$ cat src/rtl/mdu_sequencer_if.sv
// mdu_sequencer_if: request/result bundle between the execute stage
// and the multi-cycle RV32M multiply/divide sequencer.
interface mdu_sequencer_if #(
    parameter int XLEN = 32
);
    logic            req_i;
    logic [2:0]      mdu_op_i;
    logic [XLEN-1:0] a_i;
    logic [XLEN-1:0] b_i;
    logic            flush_i;
    logic            ready_o;
    logic            valid_o;
    logic [XLEN-1:0] result_o;

    modport master (
        output req_i,
        output mdu_op_i,
        output a_i,
        output b_i,
        output flush_i,
        input  ready_o,
        input  valid_o,
        input  result_o
    );

    modport slave (
        input  req_i,
        input  mdu_op_i,
        input  a_i,
        input  b_i,
        input  flush_i,
        output ready_o,
        output valid_o,
        output result_o
    );
endinterface

$ cat src/rtl/mdu_sequencer.sv
// mdu_sequencer: multi-cycle RV32M unit, radix-2 shift-add multiply
// and restoring divide on magnitudes with a final sign fix-up.
module mdu_sequencer #(
    parameter int XLEN = 32
) (
    input logic          clk_i,
    input logic          rst_i,
    mdu_sequencer_if.slave mdu
);
    typedef enum logic [2:0] {
        S_IDLE,
        S_PREP,
        S_RUN,
        S_FIX,
        S_DONE
    } state_t;

    localparam logic [2:0] OP_MUL    = 3'd0;
    localparam logic [2:0] OP_MULH   = 3'd1;
    localparam logic [2:0] OP_MULHSU = 3'd2;
    localparam logic [2:0] OP_DIV    = 3'd4;
    localparam logic [2:0] OP_REM    = 3'd6;

    localparam logic [XLEN-1:0] ALL_ONES = '1;
    localparam logic [XLEN-1:0] INT_MIN  = {1'b1, {(XLEN-1){1'b0}}};

    state_t state_q;
    state_t state_d;

    logic [2:0]        op_q;
    logic [XLEN-1:0]   a_q;
    logic [XLEN-1:0]   b_q;
    logic              sign_a_q;
    logic              sign_b_q;
    logic [2*XLEN-1:0] acc_q;
    logic [5:0]        cnt_q;
    logic [XLEN-1:0]   result_q;

    logic            ready;
    logic            valid;
    logic            accept;
    logic            sign_a_in;
    logic            sign_b_in;
    logic            div_zero;
    logic            div_ovf;
    logic            special;
    logic [XLEN-1:0] special_res;

    logic [XLEN:0]     sum;
    logic [2*XLEN-1:0] mul_next;
    logic [XLEN:0]     rem_sh;
    logic [XLEN:0]     trial;
    logic              q_bit;
    logic [XLEN-1:0]   rem_new;
    logic [2*XLEN-1:0] div_next;

    logic [2*XLEN-1:0] prod;
    logic [XLEN-1:0]   mul_res;
    logic [XLEN-1:0]   div_res;
    logic [XLEN-1:0]   rem_res;
    logic [XLEN-1:0]   fix_res;

    assign accept = mdu.req_i && ready && !mdu.flush_i;

    // Decode sign handling and the results that bypass the iterations.
    always_comb begin
        sign_a_in = 1'b0;
        sign_b_in = 1'b0;
        if (mdu.mdu_op_i == OP_MULH || mdu.mdu_op_i == OP_MULHSU ||
            mdu.mdu_op_i == OP_DIV  || mdu.mdu_op_i == OP_REM)
            sign_a_in = mdu.a_i[XLEN-1];
        if (mdu.mdu_op_i == OP_MULH || mdu.mdu_op_i == OP_DIV ||
            mdu.mdu_op_i == OP_REM)
            sign_b_in = mdu.b_i[XLEN-1];

        div_zero = mdu.mdu_op_i[2] && (mdu.b_i == '0);
        div_ovf  = (mdu.mdu_op_i == OP_DIV || mdu.mdu_op_i == OP_REM) &&
                   (mdu.a_i == INT_MIN) && (mdu.b_i == ALL_ONES);
        special  = div_zero || div_ovf;

        special_res = '0;
        unique case (1'b1)
            div_zero && !mdu.mdu_op_i[1]: special_res = ALL_ONES;
            div_zero &&  mdu.mdu_op_i[1]: special_res = mdu.a_i;
            div_ovf  && !mdu.mdu_op_i[1]: special_res = INT_MIN;
            default:                      special_res = '0;
        endcase
    end

    // One radix-2 step for each of multiply and restoring divide.
    always_comb begin
        sum      = {1'b0, acc_q[2*XLEN-1:XLEN]} +
                   ({(XLEN+1){b_q[0]}} & {1'b0, a_q});
        mul_next = {sum, acc_q[XLEN-1:1]};

        // The shifted remainder can reach bit XLEN, in which case it is
        // always at least the divisor.
        rem_sh   = {acc_q[2*XLEN-1:XLEN], a_q[XLEN-1]};
        trial    = rem_sh - {1'b0, b_q};
        q_bit    = rem_sh[XLEN] || !trial[XLEN];
        rem_new  = q_bit ? trial[XLEN-1:0] : rem_sh[XLEN-1:0];
        div_next = {rem_new, acc_q[XLEN-2:0], q_bit};
    end

    // Sign fix-up and word select for the final result.
    always_comb begin
        prod    = (sign_a_q ^ sign_b_q) ? -acc_q : acc_q;
        mul_res = (op_q == OP_MUL) ? prod[XLEN-1:0] :
                                     prod[2*XLEN-1:XLEN];
        div_res = (sign_a_q ^ sign_b_q) ? -acc_q[XLEN-1:0] :
                                          acc_q[XLEN-1:0];
        rem_res = sign_a_q ? -acc_q[2*XLEN-1:XLEN] :
                             acc_q[2*XLEN-1:XLEN];
        fix_res = mul_res;
        unique case (1'b1)
            !op_q[2]:           fix_res = mul_res;
            op_q[2] && !op_q[1]: fix_res = div_res;
            default:            fix_res = rem_res;
        endcase
    end

    // State register.
    always_ff @(posedge clk_i or posedge rst_i) begin
        if (rst_i)
            state_q <= S_IDLE;
        else
            state_q <= state_d;
    end

    // Next state; an abort overrides every normal transition.
    always_comb begin
        state_d = state_q;
        if (state_q != S_IDLE && mdu.flush_i) begin
            state_d = S_IDLE;
        end else begin
            unique case (state_q)
                S_IDLE: if (accept)
                    state_d = special ? S_DONE : S_PREP;
                S_PREP: state_d = S_RUN;
                S_RUN:  if (cnt_q == 6'd31)
                    state_d = S_FIX;
                S_FIX:  state_d = S_DONE;
                S_DONE: state_d = S_IDLE;
                default: state_d = S_IDLE;
            endcase
        end
    end

    // Handshake outputs decoded from the state.
    always_comb begin
        ready = (state_q == S_IDLE);
        valid = (state_q == S_DONE);
    end

    // Operand capture, iteration datapath and result register.
    always_ff @(posedge clk_i or posedge rst_i) begin
        if (rst_i) begin
            op_q     <= '0;
            a_q      <= '0;
            b_q      <= '0;
            sign_a_q <= 1'b0;
            sign_b_q <= 1'b0;
            acc_q    <= '0;
            cnt_q    <= '0;
            result_q <= '0;
        end else begin
            unique case (state_q)
                S_IDLE: begin
                    if (accept) begin
                        op_q     <= mdu.mdu_op_i;
                        a_q      <= mdu.a_i;
                        b_q      <= mdu.b_i;
                        sign_a_q <= sign_a_in;
                        sign_b_q <= sign_b_in;
                        if (special)
                            result_q <= special_res;
                    end
                end
                S_PREP: begin
                    a_q   <= sign_a_q ? -a_q : a_q;
                    b_q   <= sign_b_q ? -b_q : b_q;
                    acc_q <= '0;
                    cnt_q <= '0;
                end
                S_RUN: begin
                    if (op_q[2]) begin
                        acc_q <= div_next;
                        a_q   <= a_q << 1;
                    end else begin
                        acc_q <= mul_next;
                        b_q   <= b_q >> 1;
                    end
                    cnt_q <= cnt_q + 6'd1;
                end
                S_FIX: begin
                    if (!mdu.flush_i)
                        result_q <= fix_res;
                end
                default: ;
            endcase
        end
    end

    assign mdu.ready_o  = ready;
    assign mdu.valid_o  = valid;
    assign mdu.result_o = result_q;
endmodule

$ cat src/flat_wrapper.sv
// flat-port wrapper written by rule: the top's interface ports become plain ports
module mdu_sequencer_flat 
#(
    parameter int XLEN = 32
)
  (clk_i, rst_i, mdu_req_i, mdu_mdu_op_i, mdu_a_i, mdu_b_i, mdu_flush_i, mdu_ready_o, mdu_valid_o, mdu_result_o);
  mdu_sequencer_if #(.XLEN(XLEN)) mdu_i ();
  input logic clk_i;
  input logic rst_i;
  input wire logic [$bits(mdu_i.req_i)-1:0] mdu_req_i;
  input wire logic [$bits(mdu_i.mdu_op_i)-1:0] mdu_mdu_op_i;
  input wire logic [$bits(mdu_i.a_i)-1:0] mdu_a_i;
  input wire logic [$bits(mdu_i.b_i)-1:0] mdu_b_i;
  input wire logic [$bits(mdu_i.flush_i)-1:0] mdu_flush_i;
  output wire logic [$bits(mdu_i.ready_o)-1:0] mdu_ready_o;
  output wire logic [$bits(mdu_i.valid_o)-1:0] mdu_valid_o;
  output wire logic [$bits(mdu_i.result_o)-1:0] mdu_result_o;
  assign mdu_i.req_i = mdu_req_i;
  assign mdu_i.mdu_op_i = mdu_mdu_op_i;
  assign mdu_i.a_i = mdu_a_i;
  assign mdu_i.b_i = mdu_b_i;
  assign mdu_i.flush_i = mdu_flush_i;
  assign mdu_ready_o = mdu_i.ready_o;
  assign mdu_valid_o = mdu_i.valid_o;
  assign mdu_result_o = mdu_i.result_o;
  mdu_sequencer #(.XLEN(XLEN)) u_core (.clk_i(clk_i), .rst_i(rst_i), .mdu(mdu_i));
endmodule
$ cat config.mk
export PLATFORM = sky130hd
export DESIGN_NAME = mdu_sequencer_flat
export DESIGN_NICKNAME = d
export VERILOG_FILES = /design/src/rtl/mdu_sequencer_if.sv /design/src/rtl/mdu_sequencer.sv /design/src/flat_wrapper.sv
export SDC_FILE = /design/constraint.sdc
export NUM_CORES = 1
export LEC_CHECK = 0
export CAP_MARGIN = 10
export CORE_ASPECT_RATIO = 1.1
export CORE_MARGIN = 4
export CORE_UTILIZATION = 55
export DETAILED_ROUTE_END_ITERATION = 10
export PLACE_DENSITY_LB_ADDON = 0.2
export SLEW_MARGIN = 20
export SYNTH_ARGS = -nofsm -noshare
export SYNTH_HDL_FRONTEND = slang
export SYNTH_SLANG_ARGS = --single-unit
$ cat constraint.sdc
create_clock -name clk_i -period 5.45 [get_ports clk_i]
set_input_delay 1.09 -clock clk_i [delete_from_list [all_inputs] [get_ports clk_i]]
set_output_delay 1.09 -clock clk_i [all_outputs]
set_load 0.03 [all_outputs]
==> results.sh <==
export IMPL_cp_required_ps=5810
export IMPL_cts_made_buffers=17
export IMPL_synth_net_count=2268
export IMPL_cts_hold_buf=0
export IMPL_async_flop_share=1.00
export IMPL_drc=0
export IMPL_holdCritPathClass="flip-flop to flip-flop"
export IMPL_path_clk_slew_ps=70
export IMPL_post_cts_buffers=0
export IMPL_htreeDepth=4
export IMPL_place_ws_ps=764
export IMPL_antenna_found_initial=0
export IMPL_cts_sinks=174
export IMPL_grt_max_degree=101
export IMPL_grt_pass1_wl_um=93600
export IMPL_r2r_start="u_core.b_q[0]"
export IMPL_rr_endpoint="u_core.acc_q[35]"
export IMPL_clockBufferDepth=2
export IMPL_routabilityCongestion=0.986
export IMPL_worst_slack_ps=1080
export IMPL_synth_cells=2125
export IMPL_design_die_area_um2=31900
export IMPL_maxCapViolations=0
export IMPL_drtIter0Drc=1857
export IMPL_synthFlopType="dfrtp_1"
export IMPL_fp_coreArea_um2=28700
export IMPL_place_detailed_hpwl_um=45700
export IMPL_synth_area_um2=16000
export IMPL_yosysWarnings=0
export IMPL_wl_per_cell_um=24.4
export IMPL_layout_drive_gt1_share=0.0455
export IMPL_drt_vias_per_instance=6.87
export IMPL_seq_area_frac_synth=0.272
export IMPL_status="finished, final reports clean"
export IMPL_routed_wl_um=61100
export IMPL_finalCritPeriodShare=0.802
export IMPL_initial_utilization=0.558
export IMPL_finalSetupViolations=0
export IMPL_place_area_um2=17200
export IMPL_dr_pass1_iters=6
export IMPL_finalMaxSlewViolations=0
export IMPL_fp_dieH_um=187
export IMPL_worst_setup_path_end_kind="flip-flop"
export IMPL_die_w_um=171
export IMPL_port_buffers=104
export IMPL_grt_use_total=0.373
export IMPL_grt_pass1_vias=16000
export IMPL_reg2reg_slack_ps=1240
export IMPL_ir_drop_uv=406
export IMPL_postCtsResizedCells=0
export IMPL_synthDistinctLibCells=74
export IMPL_clk_latency_ps=460
export IMPL_final_nets=2263
export IMPL_p_per_area_nw_per_um2=551
export IMPL_vias=17200
export IMPL_rows=65
export IMPL_worst_pin_slew_ps=1120
export IMPL_ios=105
export IMPL_setup_tns_ps=0
export IMPL_cp_startpoint="mdu_a_i[13]"
export IMPL_fin_crit_ps=4370
export IMPL_crit_end="u_core.mdu.result_o[20]"
export IMPL_critPathKind="input pin to flip-flop"
export IMPL_r2r_cells=12
export IMPL_critPathMaxFanout=59
export IMPL_cp_arrival_ps=4730
export IMPL_syn_area_per_cell_um2=7.54
export IMPL_syn_to_final_growth_pct=11.1
export IMPL_clock_skew_final_ps=14.2
export IMPL_insertedDiodeCount=0
export IMPL_cts_tree="yes"
export IMPL_overflow=0
export IMPL_slew_headroom=0.248
export IMPL_synth_edf_count=0
export IMPL_cts_root_buffer="clkbuf_16"
export IMPL_startpoint_type="input pin"
export IMPL_rsz0062_at_grt="false"
export IMPL_hold_viol=0
export IMPL_fin_area_um2=17800
export IMPL_hold_slack_ps=469
export IMPL_synth_seq_cells=174
export IMPL_p_leak_nw=7.28
export IMPL_timing_fmax_mhz=229
export IMPL_ant_nets=0
[critical path, cell delays in order]
cell and delay (ps):
clkdlybuf4s50_1 460, or4_1 630, or4_1 580, nor4_1 210
a21oi_1 220, o21ai_0 260, nand2_2 600, a211oi_1 490
a21oi_1 80, o21ai_0 110
[worst min path at each step]
stage	endpoint	depth (start not counted)	startpoint
2_1_floorplan	u_core.cnt_q[5]	1	u_core.cnt_q[5]
3_3_place_gp	u_core.mdu.result_o[3]	2	u_core.mdu.result_o[3]
3_5_place_dp	u_core.mdu.result_o[27]	2	u_core.mdu.result_o[27]
4_1_cts	u_core.mdu.result_o[27]	2	u_core.mdu.result_o[27]
5_1_grt	u_core.mdu.result_o[27]	2	u_core.mdu.result_o[27]
6_report	u_core.mdu.result_o[27]	2	u_core.mdu.result_o[27]
[cell usage in the layout (no fill, tap or decap), types with 24 or more instances in the layout]
cell,count
a21o_1,29
inv_1,72
nor2_1,163
nor4_1,35
nand4_1,24
dfrtp_1,173
a221oi_1,45
a21oi_1,174
a31oi_1,30
nand2_1,203
o22ai_1,26
nor3_1,72
mux2i_1,50
and2_1,38
or3_1,26
xnor2_1,72
ha_1,70
clkdlybuf4s50_1,104
xor2_1,70
nand3_1,26
o21ai_0,278
[sequential cells by signal, summed over array words and instances, names as in the netlist]
signal and count:
u_core.mdu.result_o 32, u_core.sign_a_q 1, u_core.a_q 32, u_core.state_q 3, u_core.cnt_q 6, u_core.op_q 3, u_core.acc_q 64, u_core.sign_b_q 1
u_core.b_q 32
[where the power goes]
part           switching (mW)  total (mW)  internal, mW
logic                    3.72        5.97          2.25
registers               0.848        2.52          1.67
clock network           0.616        1.32         0.702
total                    5.19        9.81          4.62
[synthesized netlist by cell type (all sizes together), types with 26 or more instances]
library cell / instances / area share
o21ai: 280 / 0.087
nand2: 205 / 0.048
a21oi: 174 / 0.054
dfrtp: 174 / 0.27
nor2: 165 / 0.039
clkbuf: 141 / 0.033
inv: 74 / 0.017
nor3: 73 / 0.023
xnor2: 73 / 0.040
xor2: 71 / 0.039
ha: 70 / 0.055
mux2i: 50 / 0.031
a221oi: 45 / 0.025
and2: 38 / 0.015
nor4: 35 / 0.014
a31oi: 30 / 0.012
or3: 30 / 0.013
a21o: 29 / 0.014
nand3: 26 / 0.0081
o22ai: 26 / 0.010
[kinds of logic after synthesis]
group | Yosys count | share of synthesized area
XOR/XNOR | 144 | 0.0787
flip-flops | 174 | 0.272
adder cells (fa/ha/maj) | 72 | 0.0571
AO/OA/AOI/OAI | 751 | 0.288
multiplexers | 52 | 0.0326
AND/OR/NAND/NOR | 707 | 0.219
buffers and inverters | 225 | 0.0528
[final cells by class]
class / count / area (um2)
clock buffer: 19 / 443
clock inverter: 12 / 156
fill: 2658 / 10900
inverter: 74 / 282
multi-input combinational: 1726 / 10900
sequential: 174 / 4360
tap: 368 / 460
timing repair buffer: 127 / 1240
[routing by layer]
layer,part of all wire,vias up,global-route usage,wire (um)
li1,-,7817,-,-
met1,0.39,8235,0.491,24000
met2,0.45,932,0.568,27300
met3,0.088,184,0.0653,5350
met4,0.073,0,0.232,4490
met5,0,-,0,0
[stage by stage]
| step | total power [mW] | instances | utilization |
|---|---|---|---|
| floorplan | 6.49 | 2125 | - |
| global placement | 8.21 | 2469 | 0.600 |
| detailed placement | 8.31 | 2469 | 0.600 |
| CTS | 9.63 | 2500 | 0.620 |
| global route | 10.4 | 2500 | 0.620 |
| finish | 9.81 | 2500 | 0.620 |
No activity file was read; power rests on OpenSTA's default activity.
